===== src/rtl/prom_loader_pkg.sv =====
// prom_loader_pkg
//   Shared definitions for the UART-to-PROM boot loader:
//   - state_t      : loader FSM state encoding
//   - SYNC_DEFAULT : default frame start marker
//   - CSUM_W       : width of the running frame checksum
//   - is_busy()    : true while a frame is being parsed
package prom_loader_pkg;

    typedef enum logic [2:0] {
        ST_HUNT  = 3'd0,
        ST_LEN   = 3'd1,
        ST_LO    = 3'd2,
        ST_HI    = 3'd3,
        ST_CHECK = 3'd4,
        ST_DONE  = 3'd5
    } state_t;

    localparam logic [7:0] SYNC_DEFAULT = 8'hA5;
    localparam int         CSUM_W       = 8;

    function automatic logic is_busy(input state_t s);
        return (s == ST_LEN) || (s == ST_LO) || (s == ST_HI) || (s == ST_CHECK);
    endfunction

endpackage


===== src/rtl/prom_loader_timer.sv =====
// prom_loader_timer
//   Inter-byte idle timeout counter.
//   Ports:
//     clk, reset : clock, async active-high reset
//     clr        : restart the count (a byte arrived)
//     en         : count while high; count is held at zero otherwise
//     expire     : one-cycle pulse when TICKS idle cycles have elapsed
module prom_loader_timer #(
    parameter int TICKS = 6250
) (
    input  logic clk,
    input  logic reset,
    input  logic clr,
    input  logic en,
    output logic expire
);

    localparam int CW = (TICKS > 1) ? $clog2(TICKS) : 1;

    logic [CW-1:0] cnt;

    // A byte in the same cycle as the terminal count wins over the timeout.
    assign expire = en && !clr && (cnt == CW'(TICKS - 1));

    always_ff @(posedge clk or posedge reset) begin
        if (reset) begin
            cnt <= '0;
        end else if (clr || !en || expire) begin
            cnt <= '0;
        end else begin
            cnt <= cnt + 1'b1;
        end
    end

endmodule


===== src/rtl/prom_loader.sv =====
// prom_loader
//   Framed UART-to-PROM boot controller. Parses
//     SYNC, L, {lo, hi} x L, [C]
//   writes each 16-bit word into the instruction PROM and releases the
//   CPU reset only once a complete program has been written.
//   Optional feature macro: PROM_LOADER_CHECKSUM_EN
//     defined   : frame carries a trailing checksum byte C, accepted when
//                 (L + sum(payload) + C) mod 256 == 0
//     undefined : frame ends after the last payload byte, no checksum
//   Ports:
//     clk, reset   : clock, async active-high reset
//     rx_data_i    : received byte
//     rx_ready_i   : byte strobe (one cycle per byte)
//     rx_ack_o     : combinational copy of rx_ready_i
//     prom_addr_o  : PROM write address
//     prom_data_o  : PROM write data {hi, lo}
//     prom_we_o    : PROM write enable pulse
//     cpu_reset_o  : CPU held in reset unless a program is loaded
//     busy_o       : frame in progress
//     done_o       : verified program loaded
//     error_o      : last frame failed (sticky until next sync byte)
module prom_loader
    import prom_loader_pkg::*;
#(
    parameter int          ROM_WORDS     = 38,
    parameter int          TIMEOUT_TICKS = 6250,
    parameter logic [7:0]  SYNC_BYTE     = SYNC_DEFAULT,
    localparam int         AW            = (ROM_WORDS > 1) ? $clog2(ROM_WORDS) : 1
) (
    input  logic          clk,
    input  logic          reset,
    input  logic [7:0]    rx_data_i,
    input  logic          rx_ready_i,
    output logic          rx_ack_o,
    output logic [AW-1:0] prom_addr_o,
    output logic [15:0]   prom_data_o,
    output logic          prom_we_o,
    output logic          cpu_reset_o,
    output logic          busy_o,
    output logic          done_o,
    output logic          error_o
);

    state_t        state, nxt;
    logic [7:0]    len;
    logic [AW-1:0] idx;
    logic [7:0]    lo;
    logic          is_sync, len_bad, last;
    logic          set_err, clr_err, wr, expire;
`ifdef PROM_LOADER_CHECKSUM_EN
    logic [CSUM_W-1:0] sum;
    logic [CSUM_W-1:0] sum_total;
    assign sum_total = sum + rx_data_i;
`endif

    assign rx_ack_o = rx_ready_i;
    assign is_sync  = (rx_data_i == SYNC_BYTE);
    assign len_bad  = (rx_data_i == 8'd0) || (int'(rx_data_i) > ROM_WORDS);
    assign last     = (8'(idx) == (len - 8'd1));

    prom_loader_timer #(
        .TICKS (TIMEOUT_TICKS)
    ) u_timer (
        .clk    (clk),
        .reset  (reset),
        .clr    (rx_ready_i),
        .en     (busy_o),
        .expire (expire)
    );

    always_comb begin
        nxt     = state;
        set_err = 1'b0;
        clr_err = 1'b0;
        wr      = 1'b0;
        case (state)
            ST_HUNT: if (rx_ready_i && is_sync) begin
                nxt     = ST_LEN;
                clr_err = 1'b1;
            end
            ST_LEN: if (rx_ready_i) begin
                if (len_bad) begin
                    nxt     = ST_HUNT;
                    set_err = 1'b1;
                end else begin
                    nxt = ST_LO;
                end
            end
            ST_LO: if (rx_ready_i) nxt = ST_HI;
            ST_HI: if (rx_ready_i) begin
                wr = 1'b1;
                if (last) begin
`ifdef PROM_LOADER_CHECKSUM_EN
                    nxt = ST_CHECK;
`else
                    nxt = ST_DONE;
`endif
                end else begin
                    nxt = ST_LO;
                end
            end
`ifdef PROM_LOADER_CHECKSUM_EN
            ST_CHECK: if (rx_ready_i) begin
                if (sum_total == '0) begin
                    nxt = ST_DONE;
                end else begin
                    nxt     = ST_HUNT;
                    set_err = 1'b1;
                end
            end
`endif
            ST_DONE: if (rx_ready_i && is_sync) begin
                nxt     = ST_LEN;
                clr_err = 1'b1;
            end
            default: nxt = ST_HUNT;
        endcase
        // expire never coincides with a strobe, so it cannot collide with wr.
        if (expire) begin
            nxt     = ST_HUNT;
            set_err = 1'b1;
        end
    end

    always_ff @(posedge clk or posedge reset) begin
        if (reset) begin
            state       <= ST_HUNT;
            len         <= '0;
            idx         <= '0;
            lo          <= '0;
            prom_addr_o <= '0;
            prom_data_o <= '0;
            prom_we_o   <= 1'b0;
            cpu_reset_o <= 1'b1;
            busy_o      <= 1'b0;
            done_o      <= 1'b0;
            error_o     <= 1'b0;
        end else begin
            state       <= nxt;
            // Status outputs are decoded from the next state so they line up
            // with the state register rather than lagging it by a cycle.
            busy_o      <= is_busy(nxt);
            done_o      <= (nxt == ST_DONE);
            cpu_reset_o <= (nxt != ST_DONE);
            if (set_err)      error_o <= 1'b1;
            else if (clr_err) error_o <= 1'b0;

            prom_we_o <= wr;
            if (wr) begin
                prom_addr_o <= idx;
                prom_data_o <= {rx_data_i, lo};
            end

            if (state == ST_LEN && rx_ready_i && !len_bad) begin
                len <= rx_data_i;
                idx <= '0;
            end
            if (state == ST_LO && rx_ready_i) lo <= rx_data_i;
            if (state == ST_HI && rx_ready_i && !last) idx <= idx + 1'b1;
        end
    end

`ifdef PROM_LOADER_CHECKSUM_EN
    // Running checksum: seeded with L, accumulates every payload byte.
    always_ff @(posedge clk or posedge reset) begin
        if (reset) begin
            sum <= '0;
        end else if (rx_ready_i) begin
            if (state == ST_LEN)                      sum <= rx_data_i;
            else if (state == ST_LO || state == ST_HI) sum <= sum_total;
        end
    end
`endif

endmodule


===== config.mk =====
export PLATFORM = sky130hd
export DESIGN_NAME = prom_loader
export DESIGN_NICKNAME = d
export VERILOG_FILES = /design/src/rtl/prom_loader_pkg.sv /design/src/rtl/prom_loader_timer.sv /design/src/rtl/prom_loader.sv
export SDC_FILE = /design/constraint.sdc
export NUM_CORES = 1
export LEC_CHECK = 0
export CAP_MARGIN = 5
export CORE_MARGIN = 2
export CORE_UTILIZATION = 50
export DETAILED_ROUTE_END_ITERATION = 12
export GPL_TIMING_DRIVEN = 1
export PLACE_DENSITY = 0.72
export SKIP_CTS_REPAIR_TIMING = 1
export SLEW_MARGIN = 40
export SYNTH_ARGS = -nofsm -noshare
export SYNTH_HDL_FRONTEND = slang
export SYNTH_SLANG_ARGS = --single-unit

===== constraint.sdc =====
create_clock -name clk -period 3.6 [get_ports clk]
set_clock_uncertainty 0.05 [all_clocks]
set_input_delay 1.08 -clock clk [delete_from_list [all_inputs] [get_ports clk]]
set_output_delay 1.08 -clock clk [all_outputs]
set_load 0.03 [all_outputs]

==> impl_metrics.csv <==
group,metric,value,unit
placed_design,place_ws,0.145,ns
grt,grt_max_degree,66,
synth,ys_seq_elements,65,
timing,relSlewSlack,60.5,%
clocking,cts-root-buf,"clkbuf_8",
timing,period_share,86.8,%
final_layout,layout_commonest_cell,"nand2_1",
clocking,h-tree-depth,3,
floorplanning,die_area,0.00672,sq mm
final_layout,final_cells,428,
synth,syn_area,0.00304,sq mm
setup_path,worst-r2r-setup-slack,0.95,ns
timing,max_freq,0.320,GHz
floorplanning,core_area,0.00589,sq mm
synth,netlist_instances,302,
timing,maxSlewViolCount,0,
grt,antenna_found_initial,0,
clocking,cts.sink_count,65,
route,wl_per_cell,14.7,um
placed_design,io_buffers,38,
synth,avgSynthCellArea,10.1,sq um
floorplanning,fp-row-count,28,
synth,synthArstFlopShare,100,%
grt,grt_pass1_wl,10600,um
floorplanning,die_x,82.0,um
synth,synth-edff-count,0,
final_layout,synthToLayoutAreaGrowth,22.4,%
route,drc,0,
route,firstDrtPassIters,5,
synth,ys_warn_count,0,
worst_hold_path,hold_class,"reg -> reg",
route,viasPerCell,5.34,
placed_design,dp_hpwl,4260,um
clocking,clock_latency,0.33,ns
timing,rsz0062_at_grt,"false",
route,first_iter_violations,115,
clocking,cts_tree,"built",
route,wirelength,6290,um
worst_hold_path,min_delay_path_depth,2,
run_status,status,"finished, final reports clean",
floorplanning,die_y,82.0,um
placed_design,placed_cells,412,
final_layout,diodes,0,
setup_path,required,3.77,ns
floorplanning,io_pins,39,
setup_path,reg2reg_depth,6,
placed_design,gp_congestion,0.801,
final_layout,fin_util,63.2,%
power_and_ir_drop,p_total,0.00241,W
setup_path,crit_type,"in -> reg",
timing,fin_ws,0.476,ns
power_and_ir_drop,static-leakage-power,1.72,nW
setup_path,crit_fanout,16,
worst_hold_path,hp-start,"lo[4]",
power_and_ir_drop,ir_worst_vdd,0.000459,V
grt,grt-ovfl-total,0,
floorplanning,initial_core_util,51.7,%
timing,worstMarginPinSlew,0.592,ns
setup_path,cp.arrival,3.29,ns
synth,synth-main-ff-cell,"dfrtp_1",
timing,setup_viol,0,
timing,fin_setup_tns,0,ns
clocking,clockBufferDepth,2,
synth,yosysSeqAreaShare,53.5,%
grt,grt_pass1_vias,2186,
setup_path,setup.worst_path.start_class,"input pin",
job,cap_violations,0,
final_layout,layout.nets,363,
synth,synth_nets,317,
route,ant_nets,0,
setup_path,startpoint,"rx_data_i[1]",
grt,grt_use_total,21.1,%
final_layout,layout_common_cells,"nand2_1 (74), dfrtp_1 (64), clkdlybuf4s50_1 (37), nor2_1 (18), mux2_2 (14)",
timing,period_needed,3.12,ns
route,dr_total_vias,2286,
clocking,clkTransAtPathRegs,0.07,ns
setup_path,critPathCaptureType,"register",
power_and_ir_drop,cellPowerDensity,649,mW/mm^2
synth,ys_types,50,
final_layout,num-fill-cells,480,
clocking,cts_buffers,9,
timing,finalHoldViolCount,0,
final_layout,drive_above_1_share,14.2,%
setup_path,timing.rr.start,"len[2]",
-- per-layer routing --
| layer | track usage [%] | part of all wire (%) | vias to the layer above |
|---|---|---|---|
| li1 | - | - | 1112 |
| met1 | 30.4 | 49 | 1121 |
| met2 | 31.3 | 47 | 47 |
| met3 | 4.40 | 3.0 | 6 |
| met4 | 8.00 | 0.92 | 0 |
| met5 | 0 | 0 | - |
-- flip-flops by register name (all words and copies together), names as in the netlist --
signal / flops
error_o: 1
prom_we_o: 1
lo: 8
state: 3
busy_o: 1
idx: 6
done_o: 1
len: 8
prom_addr_o: 6
cpu_reset_o: 1
u_timer.cnt: 13
prom_data_o: 16
-- cell type report --
class | instances | area (sq um) | area share (%)
Clock buffer | 13 | 149 | 4.00
Clock inverter | 3 | 40.0 | 1.08
Inverter | 8 | 30.0 | 0.807
Multi-Input combinational cell | 215 | 1320 | 35.4
Sequential cell | 65 | 1630 | 43.7
Tap cell | 75 | 93.8 | 2.52
Timing Repair Buffer | 49 | 464 | 12.5
-- worst max-delay path: stages --
cell,delay [ns]
clkdlybuf4s50_1,0.47
a311o_1,0.35
a2111o_1,0.42
or4b_1,0.46
buf_4,0.21
mux2_2,0.29
-- logic make-up after synthesis --
| group | synth area share [%] |
|---|---|
| AND/OR/NAND/NOR | 23.4 |
| flip-flops | 53.5 |
| AO/OA/AOI/OAI | 7.33 |
| XOR/XNOR | 5.76 |
| adder cells (fa/ha/maj) | 1.65 |
| multiplexers | 5.19 |
| buffers and inverters | 3.17 |
-- Yosys cell counts (all sizes together) (6+ instances only) --
| cell type | count | area (sq um) |
|---|---|---|
| nand2 | 74 | 278 |
| dfrtp | 64 | 1600 |
| nor2 | 18 | 67.6 |
| mux2 | 14 | 158 |
| nand3 | 13 | 65.1 |
| xnor2 | 11 | 96.3 |
| clkbuf | 9 | 33.8 |
| xor2 | 9 | 78.8 |
| a21oi | 7 | 35.0 |
| inv | 7 | 26.3 |
| nand2b | 6 | 45.0 |
| or3 | 6 | 42.5 |
-- report_power, final --
| part | switching (W) | total [W] | internal (W) | leakage [nW] |
|---|---|---|---|---|
| combinational | 0.000447 | 0.000787 | 0.000341 | 0.785 |
| clock | 0.000260 | 0.000598 | 0.000338 | 0.0974 |
| sequential | 0.000131 | 0.00103 | 0.000898 | 0.833 |
| total | 0.000838 | 0.00241 | 0.00158 | 1.72 |
-- per-stage QoR --
stage / cell area (sq um) / hold slack, ns
after floorplan: 3040 / 0.385
after global placement: 3530 / 0.398
after detailed placement: 3530 / 0.404
after CTS: 3720 / 0.413
after global routing: 3720 / 0.442
final: 3720 / 0.415
-- worst paths after layout --
check                                 endpoint
worst max-delay path                    len[2]
worst min-delay path            prom_data_o[4]
worst max register to register          idx[5]
worst min register to register  prom_data_o[4]
max in group asynchronous       u_timer.cnt[2]
min in group asynchronous                lo[5]
Note: power is estimated with default switching activity, not from simulation.
